===== config.mk =====
export PLATFORM = sky130hd
export DESIGN_NAME = mul_sequencer_flat
export DESIGN_NICKNAME = d
export VERILOG_FILES = /design/src/rtl/mul_sequencer_pkg.sv /design/src/rtl/mul_sequencer_if.sv /design/src/rtl/mul_sequencer_datapath.sv /design/src/rtl/mul_sequencer.sv /design/src/flat_wrapper.sv
export SDC_FILE = /design/constraint.sdc
export NUM_CORES = 1
export LEC_CHECK = 0
export ABC_AREA = 1
export CAP_MARGIN = 20
export CORE_AREA = 2 2 121 123
export DETAILED_ROUTE_END_ITERATION = 6
export DIE_AREA = 0 0 123 125
export PLACE_DENSITY = 0.85
export SYNTH_ARGS = -nofsm -noshare
export SYNTH_HDL_FRONTEND = slang
export SYNTH_SLANG_ARGS = --single-unit

===== constraint.sdc =====
create_clock -name clk -period 2.35 [get_ports clk]
set_input_delay 0.235 -clock clk [delete_from_list [all_inputs] [get_ports clk]]
set_output_delay 0.235 -clock clk [all_outputs]
set_load 0.02 [all_outputs]

===== src/rtl/mul_sequencer_pkg.sv =====
// Shared types and encodings for the multi-cycle multiply sequencer.
package mul_sequencer_pkg;

  typedef enum logic [1:0] {
    S_IDLE = 2'd0,
    S_BUSY = 2'd1,
    S_DONE = 2'd2
  } state_t;

  localparam logic [1:0] FW_NONE = 2'b00;
  localparam logic [1:0] FW_NZ   = 2'b10;
  localparam logic [1:0] FW_CV   = 2'b01;
  localparam logic [1:0] FW_ALL  = 2'b11;

  localparam int FLAG_N = 3;
  localparam int FLAG_Z = 2;
  localparam int FLAG_C = 1;
  localparam int FLAG_V = 0;

  // Multiplies only ever touch N and Z; C and V pass through from the current flags.
  function automatic logic [3:0] nz_flags(input logic [31:0] r, input logic [3:0] cur);
    logic [3:0] f;
    f = cur;
    f[FLAG_N] = r[31];
    f[FLAG_Z] = (r == 32'd0);
    return f;
  endfunction

endpackage


===== src/rtl/mul_sequencer_if.sv =====
// Execute-stage handshake between the core pipeline and the multiply sequencer.
interface mul_sequencer_if;
  logic        StartE;
  logic        AccE;
  logic        SetFlagsE;
  logic [31:0] SrcAE;
  logic [31:0] SrcBE;
  logic [31:0] AccSrcE;
  logic [3:0]  FlagsE2;
  logic        FlushE;
  logic        StallMulE;
  logic        MulDoneE;
  logic [31:0] MulResultE;
  logic [3:0]  MulFlags;
  logic [1:0]  MulFlagWrite;

  modport master (
    output StartE, AccE, SetFlagsE, SrcAE, SrcBE, AccSrcE, FlagsE2, FlushE,
    input  StallMulE, MulDoneE, MulResultE, MulFlags, MulFlagWrite
  );

  modport slave (
    input  StartE, AccE, SetFlagsE, SrcAE, SrcBE, AccSrcE, FlagsE2, FlushE,
    output StallMulE, MulDoneE, MulResultE, MulFlags, MulFlagWrite
  );
endinterface


===== src/rtl/mul_sequencer_datapath.sv =====
// Radix-2 shift-add multiply datapath: accumulator, shifting operands and iteration count.
module mul_datapath (
  input  logic        clk,
  input  logic        reset,
  input  logic        load,
  input  logic        step,
  input  logic        clear,
  input  logic        acc_en,
  input  logic [31:0] mcand_in,
  input  logic [31:0] mplier_in,
  input  logic [31:0] acc_in,
  output logic [31:0] acc,
  output logic        mplier_zero,
  output logic        last
);

  logic [31:0] mcand;
  logic [31:0] mplier;
  logic [4:0]  count;

  always_ff @(posedge clk) begin
    if (reset || clear) begin
      acc    <= '0;
      mcand  <= '0;
      mplier <= '0;
      count  <= '0;
    end else if (load) begin
      acc    <= acc_en ? acc_in : 32'd0;
      mcand  <= mcand_in;
      mplier <= mplier_in;
      count  <= '0;
    end else if (step) begin
      acc    <= mplier[0] ? (acc + mcand) : acc;
      mcand  <= {mcand[30:0], 1'b0};
      mplier <= {1'b0, mplier[31:1]};
      count  <= count + 5'd1;
    end
  end

  // Looks ahead at the multiplier as it will be after this step's shift.
  assign mplier_zero = (mplier[31:1] == 31'd0);
  assign last        = (count == 5'd31);

endmodule


===== src/rtl/mul_sequencer.sv =====
// MUL/MLA sequencer: stalls the front end while the datapath iterates, then pulses done.
//   state  | meaning
//   S_IDLE | waiting for a condition-passed MUL/MLA
//   S_BUSY | one shift-add iteration per cycle, pipeline held
//   S_DONE | result and NZ update presented for one cycle
module mul_sequencer
  import mul_sequencer_pkg::*;
#(
  parameter bit EARLY_TERM = 1'b1
) (
  input logic           clk,
  input logic           reset,
  mul_sequencer_if.slave bus
);

  state_t      state, state_nxt;
  logic        load, step;
  logic        stall, done;
  logic [1:0]  flag_write;
  logic [31:0] acc;
  logic        mplier_zero, last;

  mul_datapath u_datapath (
    .clk         (clk),
    .reset       (reset),
    .load        (load),
    .step        (step),
    .clear       (bus.FlushE),
    .acc_en      (bus.AccE),
    .mcand_in    (bus.SrcAE),
    .mplier_in   (bus.SrcBE),
    .acc_in      (bus.AccSrcE),
    .acc         (acc),
    .mplier_zero (mplier_zero),
    .last        (last)
  );

  always_ff @(posedge clk) begin
    if (reset) state <= S_IDLE;
    else       state <= state_nxt;
  end

  // A flush outranks everything: no stall, no done, back to idle.
  always_comb begin
    state_nxt  = state;
    load       = 1'b0;
    step       = 1'b0;
    stall      = 1'b0;
    done       = 1'b0;
    flag_write = FW_NONE;
    if (bus.FlushE) begin
      state_nxt = S_IDLE;
    end else begin
      case (state)
        S_IDLE: begin
          if (bus.StartE) begin
            load      = 1'b1;
            stall     = 1'b1;
            state_nxt = S_BUSY;
          end
        end
        S_BUSY: begin
          step  = 1'b1;
          stall = 1'b1;
          if (last || (EARLY_TERM && mplier_zero)) state_nxt = S_DONE;
        end
        S_DONE: begin
          done      = 1'b1;
          state_nxt = S_IDLE;
          if (bus.SetFlagsE) flag_write = FW_NZ;
        end
        default: state_nxt = S_IDLE;
      endcase
    end
  end

  assign bus.StallMulE    = stall;
  assign bus.MulDoneE     = done;
  assign bus.MulResultE   = done ? acc : 32'd0;
  assign bus.MulFlags     = nz_flags(acc, bus.FlagsE2);
  assign bus.MulFlagWrite = flag_write;

endmodule


===== src/flat_wrapper.sv =====
// flat-port wrapper written by rule: the top's interface ports become plain ports
module mul_sequencer_flat import mul_sequencer_pkg::*;
#(
  parameter bit EARLY_TERM = 1'b1
)
  (clk, reset, bus_StartE, bus_AccE, bus_SetFlagsE, bus_SrcAE, bus_SrcBE, bus_AccSrcE, bus_FlagsE2, bus_FlushE, bus_StallMulE, bus_MulDoneE, bus_MulResultE, bus_MulFlags, bus_MulFlagWrite);
  mul_sequencer_if bus_i ();
  input logic clk;
  input logic reset;
  input wire logic [$bits(bus_i.StartE)-1:0] bus_StartE;
  input wire logic [$bits(bus_i.AccE)-1:0] bus_AccE;
  input wire logic [$bits(bus_i.SetFlagsE)-1:0] bus_SetFlagsE;
  input wire logic [$bits(bus_i.SrcAE)-1:0] bus_SrcAE;
  input wire logic [$bits(bus_i.SrcBE)-1:0] bus_SrcBE;
  input wire logic [$bits(bus_i.AccSrcE)-1:0] bus_AccSrcE;
  input wire logic [$bits(bus_i.FlagsE2)-1:0] bus_FlagsE2;
  input wire logic [$bits(bus_i.FlushE)-1:0] bus_FlushE;
  output wire logic [$bits(bus_i.StallMulE)-1:0] bus_StallMulE;
  output wire logic [$bits(bus_i.MulDoneE)-1:0] bus_MulDoneE;
  output wire logic [$bits(bus_i.MulResultE)-1:0] bus_MulResultE;
  output wire logic [$bits(bus_i.MulFlags)-1:0] bus_MulFlags;
  output wire logic [$bits(bus_i.MulFlagWrite)-1:0] bus_MulFlagWrite;
  assign bus_i.StartE = bus_StartE;
  assign bus_i.AccE = bus_AccE;
  assign bus_i.SetFlagsE = bus_SetFlagsE;
  assign bus_i.SrcAE = bus_SrcAE;
  assign bus_i.SrcBE = bus_SrcBE;
  assign bus_i.AccSrcE = bus_AccSrcE;
  assign bus_i.FlagsE2 = bus_FlagsE2;
  assign bus_i.FlushE = bus_FlushE;
  assign bus_StallMulE = bus_i.StallMulE;
  assign bus_MulDoneE = bus_i.MulDoneE;
  assign bus_MulResultE = bus_i.MulResultE;
  assign bus_MulFlags = bus_i.MulFlags;
  assign bus_MulFlagWrite = bus_i.MulFlagWrite;
  mul_sequencer #(.EARLY_TERM(EARLY_TERM)) u_core (.clk(clk), .reset(reset), .bus(bus_i));
endmodule

# Yosys cells after proc, flatten, opt, wreduce, memory -nomap -nowiden
# Cells that the tools add are included.
classes:
  addsub: 2
  eq_ne: 5
  n_mux: 24
  reduce_logical: 11
op_table:
  columns: ["operator", "n"]
  rows:
  - ["$mux W32", 9]
  - ["$add A32 B32 Y32", 1]
  - ["$logic_not A32 Y1", 1]
  - ["$logic_not A31 Y1", 1]
  - ["$mux W2", 5]
  - ["$mux W1", 8]
  - ["$add A5 B1 Y5 const B", 1]
  - ["$eq A5 B5 Y1 const B", 1]
  - ["$pmux W2 S2", 1]
  - ["$reduce_and A2 Y1", 2]
  - ["$reduce_bool A2 Y1", 2]
  - ["$reduce_or A2 Y1", 2]
  - ["$eq A2 B1 Y1 const B", 1]
  - ["$eq A2 B2 Y1 const B", 1]
  - ["$logic_not A2 Y1", 1]
  - ["$logic_or A1 B1 Y1", 2]
  - ["$ne A2 B1 Y1 const B", 1]
  - ["$ne A2 B2 Y1 const B", 1]
  - ["$pmux W1 S2", 1]
totals:
  reg_bits: 103
  in_bits: 106
  output_inout_bits: 40
  elab_cells: 47

# Depth between registers and ports, before layout
logic_depth:
  depth_word: 5
  depth_mapped: 13
  mapped_depth_nobuf: 13

# Modules after synthesis
# A second synthesis with hierarchy kept.
unflattened:
  cells_unflattened: 1264
  hier_area_um2: 7455.9
by_module_without_submodules:
  columns: ["module", "instances", "cells_each", "area_per_inst_um2", "seq_area_each_um2"]
  rows:
  - ["mul_datapath", 1, 1142, 6900.4, 2021.9]
  - ["mul_sequencer", 1, 122, 555.5, 40.0]

# Worst setup path before layout
# Ideal clock, no wire load.
synth_timing:
  path_kind: "reg-to-output"
  start: "register u_core.state[0]"
  end: "output port bus_MulResultE[10]"
  t_arrival_ps: 1605
  t_required_ps: 2115
  setup_slack_ps: 510
  stages_incl_launch_ff: 5
  path_buffers: 1
  path_cell_list: "dfxtp_1 -> nor3_1 -> inv_1 -> clkbuf_1 -> nor2_1"
synth_between:
  elab_chain_len: 4
synth_lines:
  columns: ["element", "line_no", "source"]
  rows:
  - ["start, declared", "mul_sequencer.sv:16", "state_t state, state_nxt;"]
  - ["start signal, assigned", "mul_sequencer.sv:40", "else state <= state_nxt;"]
  - ["$eq A2 B2 Y1", "mul_sequencer.sv:54", "case (state)"]
  - ["$mux W1", "mul_sequencer.sv:54", null]
  - ["$mux W1", "mul_sequencer.sv:51", "if (bus.FlushE) begin"]
  - ["net bus_MulDoneE", "flat_wrapper.sv:19", "output wire logic [$bits(bus_i.MulDoneE)-1:0] bus_MulDoneE;"]
  - ["$mux W32", "mul_sequencer.sv:79", "assign bus.MulResultE = done ? acc : 32'd0;"]
  - ["end, declared", "flat_wrapper.sv:20", "output wire logic [$bits(bus_i.MulResultE)-1:0] bus_MulResultE;"]
# The timed path passes the listed nets, and every way through them passes these cells.

# Worst setup path after layout
layout_timing:
  start: "register u_core.u_datapath.acc[27]"
  end: "output port bus_MulFlags[2]"
layout_between:
  elab_chain_len: 1
layout_lines:
  columns: ["element", "line_no", "source"]
  rows:
  - ["start, declared", "mul_sequencer_datapath.sv:12", "output logic [31:0] acc,"]
  - ["start signal, assigned", "mul_sequencer_datapath.sv:28", "acc <= acc_en ? acc_in : 32'd0;"]
  - ["start signal, assigned", "mul_sequencer_datapath.sv:33", "acc <= mplier[0] ? (acc + mcand) : acc;"]
  - ["$logic_not A32 Y1", "mul_sequencer_pkg.sv:25", "f[FLAG_Z] = (r == 32'd0);"]
  - ["end, declared", "flat_wrapper.sv:21", "output wire logic [$bits(bus_i.MulFlags)-1:0] bus_MulFlags;"]
# No other way between the ends.

==> impl_results.md <==
* Worst clock skew at 0.008081 ns
* Slowest cell on crit path: nor4_1
* Worst endpoint required time at 2.12 ns
* Largest net degree at the start of global routing at 66
* Layout cell share with drive strength beyond 1 at 3.855%
* Slew Limit Fails at 0
* Hold Fails Final Rpt at 0
* Worst path depth at 4
* Synth warn at 0
* EDFF count, synth at 0
* CTS buffer count at 9
* # port buffers at 138
* CP top delay family: simple AND/OR/NAND/NOR gates
* Period utilization at 92.53%
* Vias per Instance at 5.187
* Status: complete, no violations
* Bufs on Longest Clock Path at 2
* Yosys top cell area share at 29.20%
* First-pass GRT wire length at 33,620 um
* CP bufs+invs at 1
* Antenna Nets Post-Route at 0
* Final Cell Area at 9026 sq um
* Area of the multi-input gates at 4093 sq um
* Detail Placement HPWL at 15,540 um
* RR Endpoint: u_core.u_datapath.acc[28]
* Die H at 125 um
* Floorplan row count at 44
* Dpl cell area at 8613 sq um
* Top_reg_cell synth: dfxtp_1
* IO Pins at 146
* Register area share after synthesis at 29.20%
* Worst-Margin Slew at 0.6492 ns
* WP data arrival at 1.94 ns
* CTS H-tree depth at 3
* Post-Route Setup TNS at 0 ns
* Storage element area at 2062 sq um
* Max_cap viols at 0
* Leak pwr at 4.581 nW
* Cell taking the most area after synthesis: dfxtp_1
* Initial DRC count at 515
* Clock Tree Root: clkbuf_16
* R2r setup slk at 0.19 ns
* R2R depth at 11
* DIE WIDTH at 123 um
* Core area at 14,200 sq um
* Worst Setup Start Kind: flop
* Reg2Reg Launch Point: u_core.u_datapath.mcand[0]
* Share of flip-flops with an asynchronous set or reset at 0%
* Max stage delay on crit path at 0.38 ns
* Clock slew at reported path FFs at 0.07 ns
* CP Class: flop to output pin
* Count leader, synth: nand2_1
* Synth Cell Area at 7062 sq um
* # setup viols final at 0
* Crit path capture type: output pin
* Antenna violations before repair at 0
* Post-Synthesis Cells at 1,199
* Layout Nets at 1,458
* Filler cell count at 1,308
* WL/cell at 13.67 um
* Post-synth top cells: nand2_1, inv_1, dfxtp_1
* Hold Crit Class: primary input to flop
* Setup bufs post-CTS at 0
* Crit path top cell by count: nor4_1
* Pwr dens at 452.5 nW/um^2
* Syn Area/Cell at 5.890 sq um
* Fmax at 459.9 MHz
* Router iterations before antenna repair at 6
* Crit path time final at 2.174 ns
* Routability Congestion at 0.9473
* Critical path destination: bus_MulFlags[2]
* Vias at 7,817
* Maximum VDD drop at 0.3471 mV
* TritonCTS clock tree: yes
* Yosys cell types at 34
* Critical Path Fanout Max at 4
* Overall routing resource usage at 27.08%
* Post-Syn Nets at 1,339
* Top cells by area, synth: dfxtp_1, nand2_1, inv_1
* Critical path, cell by cell: nor4_1 -> nand4_1 -> nor4_1 -> dlygate4sd2_1
* Routed wire length at 20,610 um
* Global route overflow at 0
* Yosys reg bits at 103
* Worst-skew pair later-pin latency at 0.36 ns
* Initial Util at 49.72%
* Synth-to-Final Area Change at 27.82%
* Vias in the first global route at 7,041
* Final routed DRC violation total at 0
* Critical Path Start: u_core.u_datapath.acc[27]
* Antenna cells at 0
* Slew margin rel. at 56.72%
* CTS sink cnt at 103
* Die area at 15,380 sq um
* RSZ-0062 raised after global routing: false
[layout make-up]
class,count,share of cell area [%]
inverter,181,7.527
clock buffer,10,2.648
tap,184,2.551
multi-input combinational,865,45.34
sequential,103,22.84
timing repair buffer,158,18.26
clock inverter,6,0.8317
[through the flow]
| step | total power [mW] | std cells | worst slack [ns] | hold slack [ns] | utilization (%) |
|---|---|---|---|---|---|
| after floorplan | 2.226 | 1199 | 0.5098 | 0.3833 | - |
| after global placement | 2.512 | 1491 | 0.2049 | 0.4478 | 60.64 |
| after detailed placement | 2.522 | 1491 | 0.08902 | 0.4534 | 60.64 |
| after CTS | 4.097 | 1507 | 0.04661 | 0.4377 | 62.93 |
| after global routing | 4.242 | 1507 | 0.01131 | 0.4624 | 63.55 |
| final | 4.085 | 1507 | 0.1756 | 0.4364 | 63.55 |
[metal layers]
| metal | up-vias | routed length, um | global-route usage [%] |
|---|---|---|---|
| li1 | 4028 | - | - |
| met1 | 3486 | 9154 | 37.13 |
| met2 | 271 | 9288 | 42.15 |
| met3 | 32 | 1772 | 6.797 |
| met4 | 0 | 390 | 7.553 |
| met5 | - | 0 | 0 |
[worst min-delay path, cell delays in order]
cell and delay, ns:
clkdlybuf4s50_1 0.39, nand2_1 0.06, a21oi_1 0.06
[timing repair]
| item | CTS | global route |
|---|---|---|
| gates resized for setup | 3 | 34 |
| pin swaps | 1 | 0 |
| setup endpoints to repair | 1 | 35 |
| hold buffers | 0 | 0 |
[power breakdown]
| group | internal (mW) | leakage (nW) | switching (mW) |
|---|---|---|---|
| logic | 0.304 | 3.59 | 0.345 |
| clock network | 0.873 | 0.152 | 0.723 |
| registers | 1.79 | 0.835 | 0.0480 |
| total | 2.97 | 4.58 | 1.12 |
[registers in the layout (all words and copies together) (netlist names)]
name,flops
u_core.state,2
u_core.u_datapath.mplier,32
u_core.u_datapath.acc,32
u_core.u_datapath.count,5
u_core.u_datapath.mcand,32
[cell families after synthesis]
kind of cell,synth area share (%)
simple gates,36.71
buf+inv,13.20
compound gates,14.46
flops,29.20
fa+ha+maj,6.130
xor+xnor,0.2481
other cells,0.05310
[how the worst min path moves through the flow]
| stage | from | end | slack, ns | depth (start not counted) |
|---|---|---|---|---|
| floorplan | bus_SrcAE[0] | u_core.u_datapath.mcand[0] | 0.38 | 2 |
| global placement | u_core.u_datapath.count[3] | u_core.u_datapath.count[3] | 0.45 | 2 |
| detailed placement | u_core.u_datapath.count[3] | u_core.u_datapath.count[3] | 0.45 | 2 |
| CTS | bus_SrcAE[0] | u_core.u_datapath.mcand[0] | 0.44 | 3 |
| global route | bus_SrcBE[17] | u_core.u_datapath.mplier[17] | 0.46 | 3 |
| finish | bus_SrcAE[0] | u_core.u_datapath.mcand[0] | 0.44 | 3 |
[cell usage in the layout (no fill, tap or decap), drive strengths merged, types with 2 or more instances in the layout]
cell and instances:
nand3b 5, dfxtp 103, o21ai 46, nor4 14, ha 33, a21oi 61, clkdlybuf4s50 105, nor3 10
a22oi 2, nand4 5, and2 2, clkbuf 10, nor2 81, a31oi 71, inv 184, buf 20
nand3 46, dlymetal6s2s 32, nand2 480
Power figures use the tool's default switching activity.
